$ cat config.mk
export PLATFORM = sky130hd
export DESIGN_NAME = timer_irq_dev
export DESIGN_NICKNAME = d
export VERILOG_FILES = /design/src/rtl/timer_irq_dev.sv
export SDC_FILE = /design/constraint.sdc
export NUM_CORES = 1
export LEC_CHECK = 0
export ABC_AREA = 1
export CAP_MARGIN = 10
export CORE_ASPECT_RATIO = 1.75
export CORE_MARGIN = 2
export CORE_UTILIZATION = 51
export DETAILED_ROUTE_END_ITERATION = 7
export GPL_ROUTABILITY_DRIVEN = 0
export PLACE_DENSITY = 0.8
export SYNTH_ARGS = -nofsm -noshare
export SYNTH_HDL_FRONTEND = slang
export SYNTH_SLANG_ARGS = --single-unit
$ cat constraint.sdc
create_clock -name clk -period 3.1 [get_ports clk]
set_input_delay 0.31 -clock clk [delete_from_list [all_inputs] [get_ports clk]]
set_output_delay 0.31 -clock clk [all_outputs]
set_load 0.02 [all_outputs]
$ cat src/rtl/timer_irq_dev.sv
// Programmable down-counting timer on the device bus; drives one HWInt line into CP0.
// Latency: register writes take effect at the next posedge; dout and irq are combinational from registers.
// Backpressure: none; single-cycle writes are always accepted, reads have no side effects.
//
// Ports:
//   clk   - system clock, all state updates on posedge
//   reset - asynchronous active-low reset
//   addr  - word select (bus addr[3:2]): 0 CTRL, 1 PRESET, 2 COUNT (read-only), 3 reserved
//   we    - single-cycle write enable
//   din   - write data
//   dout  - read data for addr
//   irq   - interrupt request, irq_pend gated by CTRL.IM
module timer_irq_dev #(
  parameter logic [31:0] PRESET_RST   = 32'h0000_0000,
  parameter logic        IRQ_MASK_RST = 1'b0
) (
  input  logic        clk,
  input  logic        reset,
  input  logic [1:0]  addr,
  input  logic        we,
  input  logic [31:0] din,
  output logic [31:0] dout,
  output logic        irq
);

  localparam logic [1:0] ADDR_CTRL   = 2'd0;
  localparam logic [1:0] ADDR_PRESET = 2'd1;
  localparam logic [1:0] ADDR_COUNT  = 2'd2;

  localparam logic [1:0] MODE_PERIODIC = 2'd1;

  typedef enum logic [1:0] {
    ST_IDLE = 2'd0,
    ST_LOAD = 2'd1,
    ST_CNT  = 2'd2,
    ST_INT  = 2'd3
  } state_t;

  // CTRL layout: [3] IM, [2:1] Mode, [0] En
  logic [3:0]  ctrl_q,     ctrl_d;
  logic [31:0] preset_q,   preset_d;
  logic [31:0] count_q,    count_d;
  logic        irq_pend_q, irq_pend_d;
  state_t      state_q,    state_d;

  logic       ctrl_en;
  logic       ctrl_im;
  logic [1:0] ctrl_mode;
  logic       wr_ctrl;
  logic       wr_preset;

  assign ctrl_en   = ctrl_q[0];
  assign ctrl_mode = ctrl_q[2:1];
  assign ctrl_im   = ctrl_q[3];
  assign wr_ctrl   = we && (addr == ADDR_CTRL);
  assign wr_preset = we && (addr == ADDR_PRESET);

  // Next-state: the counter state machine first, then CPU writes override
  // whatever fields they touch so software always wins a same-cycle race.
  always_comb begin
    ctrl_d     = ctrl_q;
    preset_d   = preset_q;
    count_d    = count_q;
    irq_pend_d = irq_pend_q;
    state_d    = state_q;

    unique case (state_q)
      ST_IDLE: begin
        if (ctrl_en) begin
          state_d = ST_LOAD;
        end
      end

      ST_LOAD: begin
        count_d = preset_q;
        state_d = ST_CNT;
      end

      ST_CNT: begin
        if (!ctrl_en) begin
          state_d = ST_IDLE;
        end else if (count_q == 32'd0) begin
          // Only reachable with PRESET = 0: expire one cycle after LOAD.
          irq_pend_d = 1'b1;
          state_d    = ST_INT;
        end else if (count_q == 32'd1) begin
          // Expiry is flagged on the same edge COUNT reaches zero.
          count_d    = 32'd0;
          irq_pend_d = 1'b1;
          state_d    = ST_INT;
        end else begin
          count_d = count_q - 32'd1;
        end
      end

      ST_INT: begin
        if (ctrl_mode == MODE_PERIODIC) begin
          // Periodic: pend lasts exactly one cycle, then reload.
          irq_pend_d = 1'b0;
          state_d    = ST_LOAD;
        end else begin
          // One-shot: disarm, leave pend for software to clear.
          ctrl_d[0] = 1'b0;
          state_d   = ST_IDLE;
        end
      end

      default: begin
        state_d = ST_IDLE;
      end
    endcase

    if (wr_ctrl) begin
      // COUNT is frozen on a CTRL write; a fresh run reloads it via LOAD.
      ctrl_d     = din[3:0];
      count_d    = count_q;
      irq_pend_d = 1'b0;
      state_d    = ST_IDLE;
    end

    if (wr_preset) begin
      preset_d   = din;
      irq_pend_d = 1'b0;
    end
  end

  always_ff @(posedge clk or negedge reset) begin
    if (!reset) begin
      ctrl_q     <= {IRQ_MASK_RST, 2'b00, 1'b0};
      preset_q   <= PRESET_RST;
      count_q    <= 32'd0;
      irq_pend_q <= 1'b0;
      state_q    <= ST_IDLE;
    end else begin
      ctrl_q     <= ctrl_d;
      preset_q   <= preset_d;
      count_q    <= count_d;
      irq_pend_q <= irq_pend_d;
      state_q    <= state_d;
    end
  end

  always_comb begin
    dout = 32'd0;
    unique case (addr)
      ADDR_CTRL:   dout = {28'd0, ctrl_q};
      ADDR_PRESET: dout = preset_q;
      ADDR_COUNT:  dout = count_q;
      default:     dout = 32'd0;
    endcase
  end

  assign irq = irq_pend_q & ctrl_im;

endmodule

== Word level (Yosys, flattened, before mapping) ==
Index checks and enable logic that the tools add are counted.

* Flip-flop bits (word level): 71
* Input port bits: 37
* Output and inout port bits: 33
* Logic and storage cells: 58

* Add/sub/neg operators: 1
* Eq/ne operators: 15
* Multiplexer cells: 22
* Bitwise logic cells: 2
* Reduce and logical (&&, ||, !) cells: 12

{| class="wikitable"
|+ Operators with widths
! kind !! count
|-
| $mux W32 || 3
|-
| $pmux W32 S3 || 1
|-
| $pmux W32 S2 || 1
|-
| $eq A32 B1 Y1 const B || 1
|-
| $logic_not A32 Y1 || 1
|-
| $sub A32 B1 Y32 const B || 1
|-
| $mux W1 || 10
|-
| $mux W2 || 5
|-
| $ne A5 B5 Y1 const B || 2
|-
| $ne A4 B4 Y1 const B || 2
|-
| $pmux W2 S4 || 1
|-
| $reduce_and A4 Y1 || 2
|-
| $eq A2 B1 Y1 const B || 3
|-
| $eq A2 B2 Y1 const B || 3
|-
| $ne A2 B2 Y1 const B || 3
|-
| $logic_not A2 Y1 || 2
|-
| $reduce_and A2 Y1 || 2
|-
| $reduce_bool A2 Y1 || 2
|-
| $reduce_bool A4 Y1 || 1
|-
| $ne A3 B3 Y1 const B || 1
|-
| $logic_and A1 B1 Y1 || 2
|-
| $pmux W1 S2 || 1
|-
| $and A1 B1 Y1 || 1
|-
| $not A1 Y1 || 1
|}

== Longest topological paths before layout ==
* Depth in word-level cells: 7
* Mapped depth: 12
* Gate-level depth less buffers: 12

== Worst setup path after synthesis ==
No wires, ideal clock.

* Kind: reg2reg
* Start point: register count_q[0]
* End point: register count_q[17]
* Library setup time: 0.121 ns
* Arrival time: 1.601 ns
* Slack: 1.379 ns
* Cell stages (with the launch flop): 13
* Buffers on the path: 1
* Cell sequence: dfrtp_1 inv_1 ha_1 nand2_2 nor2_4 nand2_2 nor2_4 nand2_2 nand3_4 inv_4 buf_6 nand2_1 nand2_1

* Longest elaborated chain between the ends: 5

{| class="wikitable"
|+ RTL lines
! what !! RTL line !! text
|-
| from (decl) || 42 || <nowiki>logic [31:0] count_q, count_d;</nowiki>
|-
| from (signal assigned) || 137 || <nowiki>count_q <= count_d;</nowiki>
|-
| $sub A32 B1 Y32 or $eq A32 B1 Y1 (tied branches) || 92, 86 ||
|-
| $mux W32 || 86 || <nowiki>end else if (count_q == 32'd1) begin</nowiki>
|-
| $mux W32 || 82 || <nowiki>end else if (count_q == 32'd0) begin</nowiki>
|-
| $mux W32 || 80 || <nowiki>if (!ctrl_en) begin</nowiki>
|-
| $pmux W32 S2 || 67 || <nowiki>unique case (state_q)</nowiki>
|}

Parallel ways exist; a longest one is shown, timed or not. The select of a mux whose other input is x is not followed.
A chain may end at the register's enable or synchronous reset.

== Worst setup path after layout ==
* Start point: input port addr[0]
* End point: output port dout[3]

* Longest elaborated chain between the ends: 2

{| class="wikitable"
|+ RTL lines
! what !! RTL line !! text
|-
| from (decl) || 19 || <nowiki>input logic [1:0] addr,</nowiki>
|-
| $eq A2 B2 Y1, or another cell as far along || 145 || <nowiki>unique case (addr)</nowiki>
|-
| $pmux W32 S3 (*) || 145 ||
|-
| to (decl) || 22 || <nowiki>output logic [31:0] dout,</nowiki>
|}

Mark *: on every way between the ends. The rest lies on a longest branch, timed or not.

==> impl_metrics.toml <==
[outcome]
status = "finished clean"

[clock_network]
root_buffer = "clkbuf_16"
cts_hold_buf = 1
clock_latency_ns = 0.34
cts_resized = 0
cts_tree = "yes"
cts.htree.levels = 3
clock_path_buffers = 2
clk_pin_slew_worst_paths_ns = 0.06
cts_buffers = 9
cts_sinks = 71
postCtsSetupBuffers = 0

[yosys]
ys_seq_area_frac = 0.3918
syn_avg_cell_area_um2 = 6.698
yosysWarnings = 0
syn_inst = 677
synth_cell_types = 30
synth_area_leader_cell = "dfrtp_1"
ys_top_cells_by_count = "nand2_1 (258), inv_1 (82), dfrtp_1 (71)"
synthFlopType = "dfrtp_1"
synth-edff-count = 0
synth_most_common_cell = "nand2_1"
ys_seq_elements = 71
synthesis.area_um2 = 4534
async_flop_share = 1.000
syn_nets = 716
synth_top_area_share = 0.3918
ys_top_cells_by_area = "dfrtp_1 (39%), nand2_1 (21%), inv_1 (6.8%), o21ai_0 (6.2%), nor2_1 (5.4%)"

[layout]
n_antenna_cell = 0
final_util = 0.6506
nets = 783
instances_no_fill = 866
area_delta_synth_final_pct = 24.42
drive_gt1_frac = 0.06676
fillers = 831

[setup_path]
crit_family = "buffers and inverters"
cp.buffers_inverters = 4
reg2reg_slack_ns = 0.91
worstPathMaxFanout = 20
worst-path-stages = 6
critPathLaunchType = "primary input"
arrival_ns = 2.24
slowest_stage = "clkdlybuf4s50_1"
worst_ep_required_time_ns = 2.79
r2r-end = "count_q[29]$_DFFE_PN0P_"
cp_slowest_stage_delay_ns = 0.65
crit_type = "primary input to primary output"
crit_chain = "clkdlybuf4s50_1 > inv_1 > nor2_1 > inv_1 > o211ai_1 > clkdlybuf4s50_1"
reg2regPathDepth = 12
cp-end-kind = "primary output"
r2r-start = "count_q[0]$_DFFE_PN0P_"

[global_route]
overflow = 0
grt_pass1_wl_mm = 19.94
antenna_found_initial = 0
track_usage = 0.2670
grt_start_max_net_pins = 33
grt_pass1_vias = 4453

[timing]
fmax_mhz = 391.5
hold_violations = 0
fin_skew_ns = 0.01057
slew_violations = 0
min_period_ns = 2.554
rsz0062_at_grt = "no"
tns_ns = 0
maxSlewHeadroom = 0.5412
worst_slew_pin_slew_ns = 0.6865
timing.hold.ws_ns = 0.4334
final-setup-viol-count = 0
finalCritPeriodShare = 0.8239

[floorplanning]
fp.coreArea_um2 = 8671
num_rows = 45
dieWidth_um = 75.28
io_pins = 70
die_h_um = 128.7
initial_utilization = 0.5229
die_area_um2 = 9691

[detailed_routing]
first_iter_violations = 269
vias_per_cell = 5.219
drc = 0
drtPass1Iterations = 5
routed_wl_mm = 11.77
wl_per_cell_um = 13.60
antenna_left = 0
via_count = 4520

[place]
dpl.hpwl_mm = 8.690
portBuffers = 69
placed_cells = 849

[power]
ir_drop_v = 0.0004507
powerDensity_nw_per_um2 = 857.1
p_total_mw = 4.835
p_leak_nw = 2.797

[flow_run]
maxCapViolCount = 0

[hold_path]
holdCritPathClass = "primary input to asynchronous set/reset pin"
-- worst max path at each step --
stage | startpoint | to | slack [ns]
after floorplan | count_q[0]$_DFFE_PN0P_ | count_q[17]$_DFFE_PN0P_ | 1.38
after global placement | addr[0] | dout[3] | 0.61
after detailed placement | addr[0] | dout[3] | 0.55
after CTS | addr[0] | dout[3] | 0.54
after global routing | addr[0] | dout[1] | 0.42
final | addr[0] | dout[3] | 0.55
-- cells in the final DEF (no fill, tap or decap), drive strengths merged, types with 2 or more instances in the layout --
master,Yosys,final
ha,2,2
buf,8,11
nor2,77,77
clkdlybuf4s50,0,68
bufinv,0,2
nor3,8,8
nand3,37,37
o21ai,60,60
nand4,6,6
a21oi,6,6
o22ai,18,18
clkbuf,16,13
nand2,264,264
xor2,14,14
o221ai,3,3
inv,84,84
dfrtp,71,71
-- routing by layer --
metal | part of all wire | vias to the layer above | track usage | routed length (µm)
met5 | 0 | - | 0 | 0
met4 | 0.041 | 0 | 0.1414 | 487
met3 | 0.049 | 37 | 0.05325 | 578
met2 | 0.51 | 154 | 0.4530 | 6024
met1 | 0.40 | 2071 | 0.3088 | 4683
li1 | - | 2258 | - | -
-- cells by family after synthesis --
group / count (synthesis) / synth area share
adder cells (fa/ha/maj): 2 / 0.005518
flip-flops: 71 / 0.3918
XOR/XNOR: 14 / 0.02704
AO/OA/AOI/OAI: 89 / 0.1093
AND/OR/NAND/NOR: 393 / 0.3664
buffers and inverters: 108 / 0.09989
-- layout make-up --
type                            count  area (µm²)  area share
Clock buffer                       13       260.3     0.04613
Clock inverter                      3       65.06     0.01153
Inverter                           84       317.8     0.05633
Multi-Input combinational cell    498        2305      0.4085
Sequential cell                    71        1777      0.3149
Tap cell                          117       146.4     0.02595
Timing Repair Buffer               80       770.7      0.1366
-- metrics by stage --
| step | cell area, µm² | worst slack, ns |
|---|---|---|
| floorplan | 4534 | 1.379 |
| global placement | 5306 | 0.6139 |
| detailed placement | 5306 | 0.5513 |
| CTS | 5642 | 0.5401 |
| global route | 5642 | 0.4162 |
| finish | 5642 | 0.5460 |
-- registers in the layout, summed over array words and instances, names as in the netlist --
register    cells
irq_pend_q      1
state_q         2
ctrl_q          4
preset_q       32
count_q        32
-- report_power, final --
part / total (mW) / leakage [nW] / switching (mW) / internal, mW
registers: 1.50 / 0.885 / 0.291 / 1.21
clock network: 1.13 / 0.160 / 0.381 / 0.747
logic: 2.20 / 1.75 / 1.43 / 0.774
total: 4.84 / 2.80 / 2.10 / 2.73
Note: power is estimated with default switching activity, not from simulation.
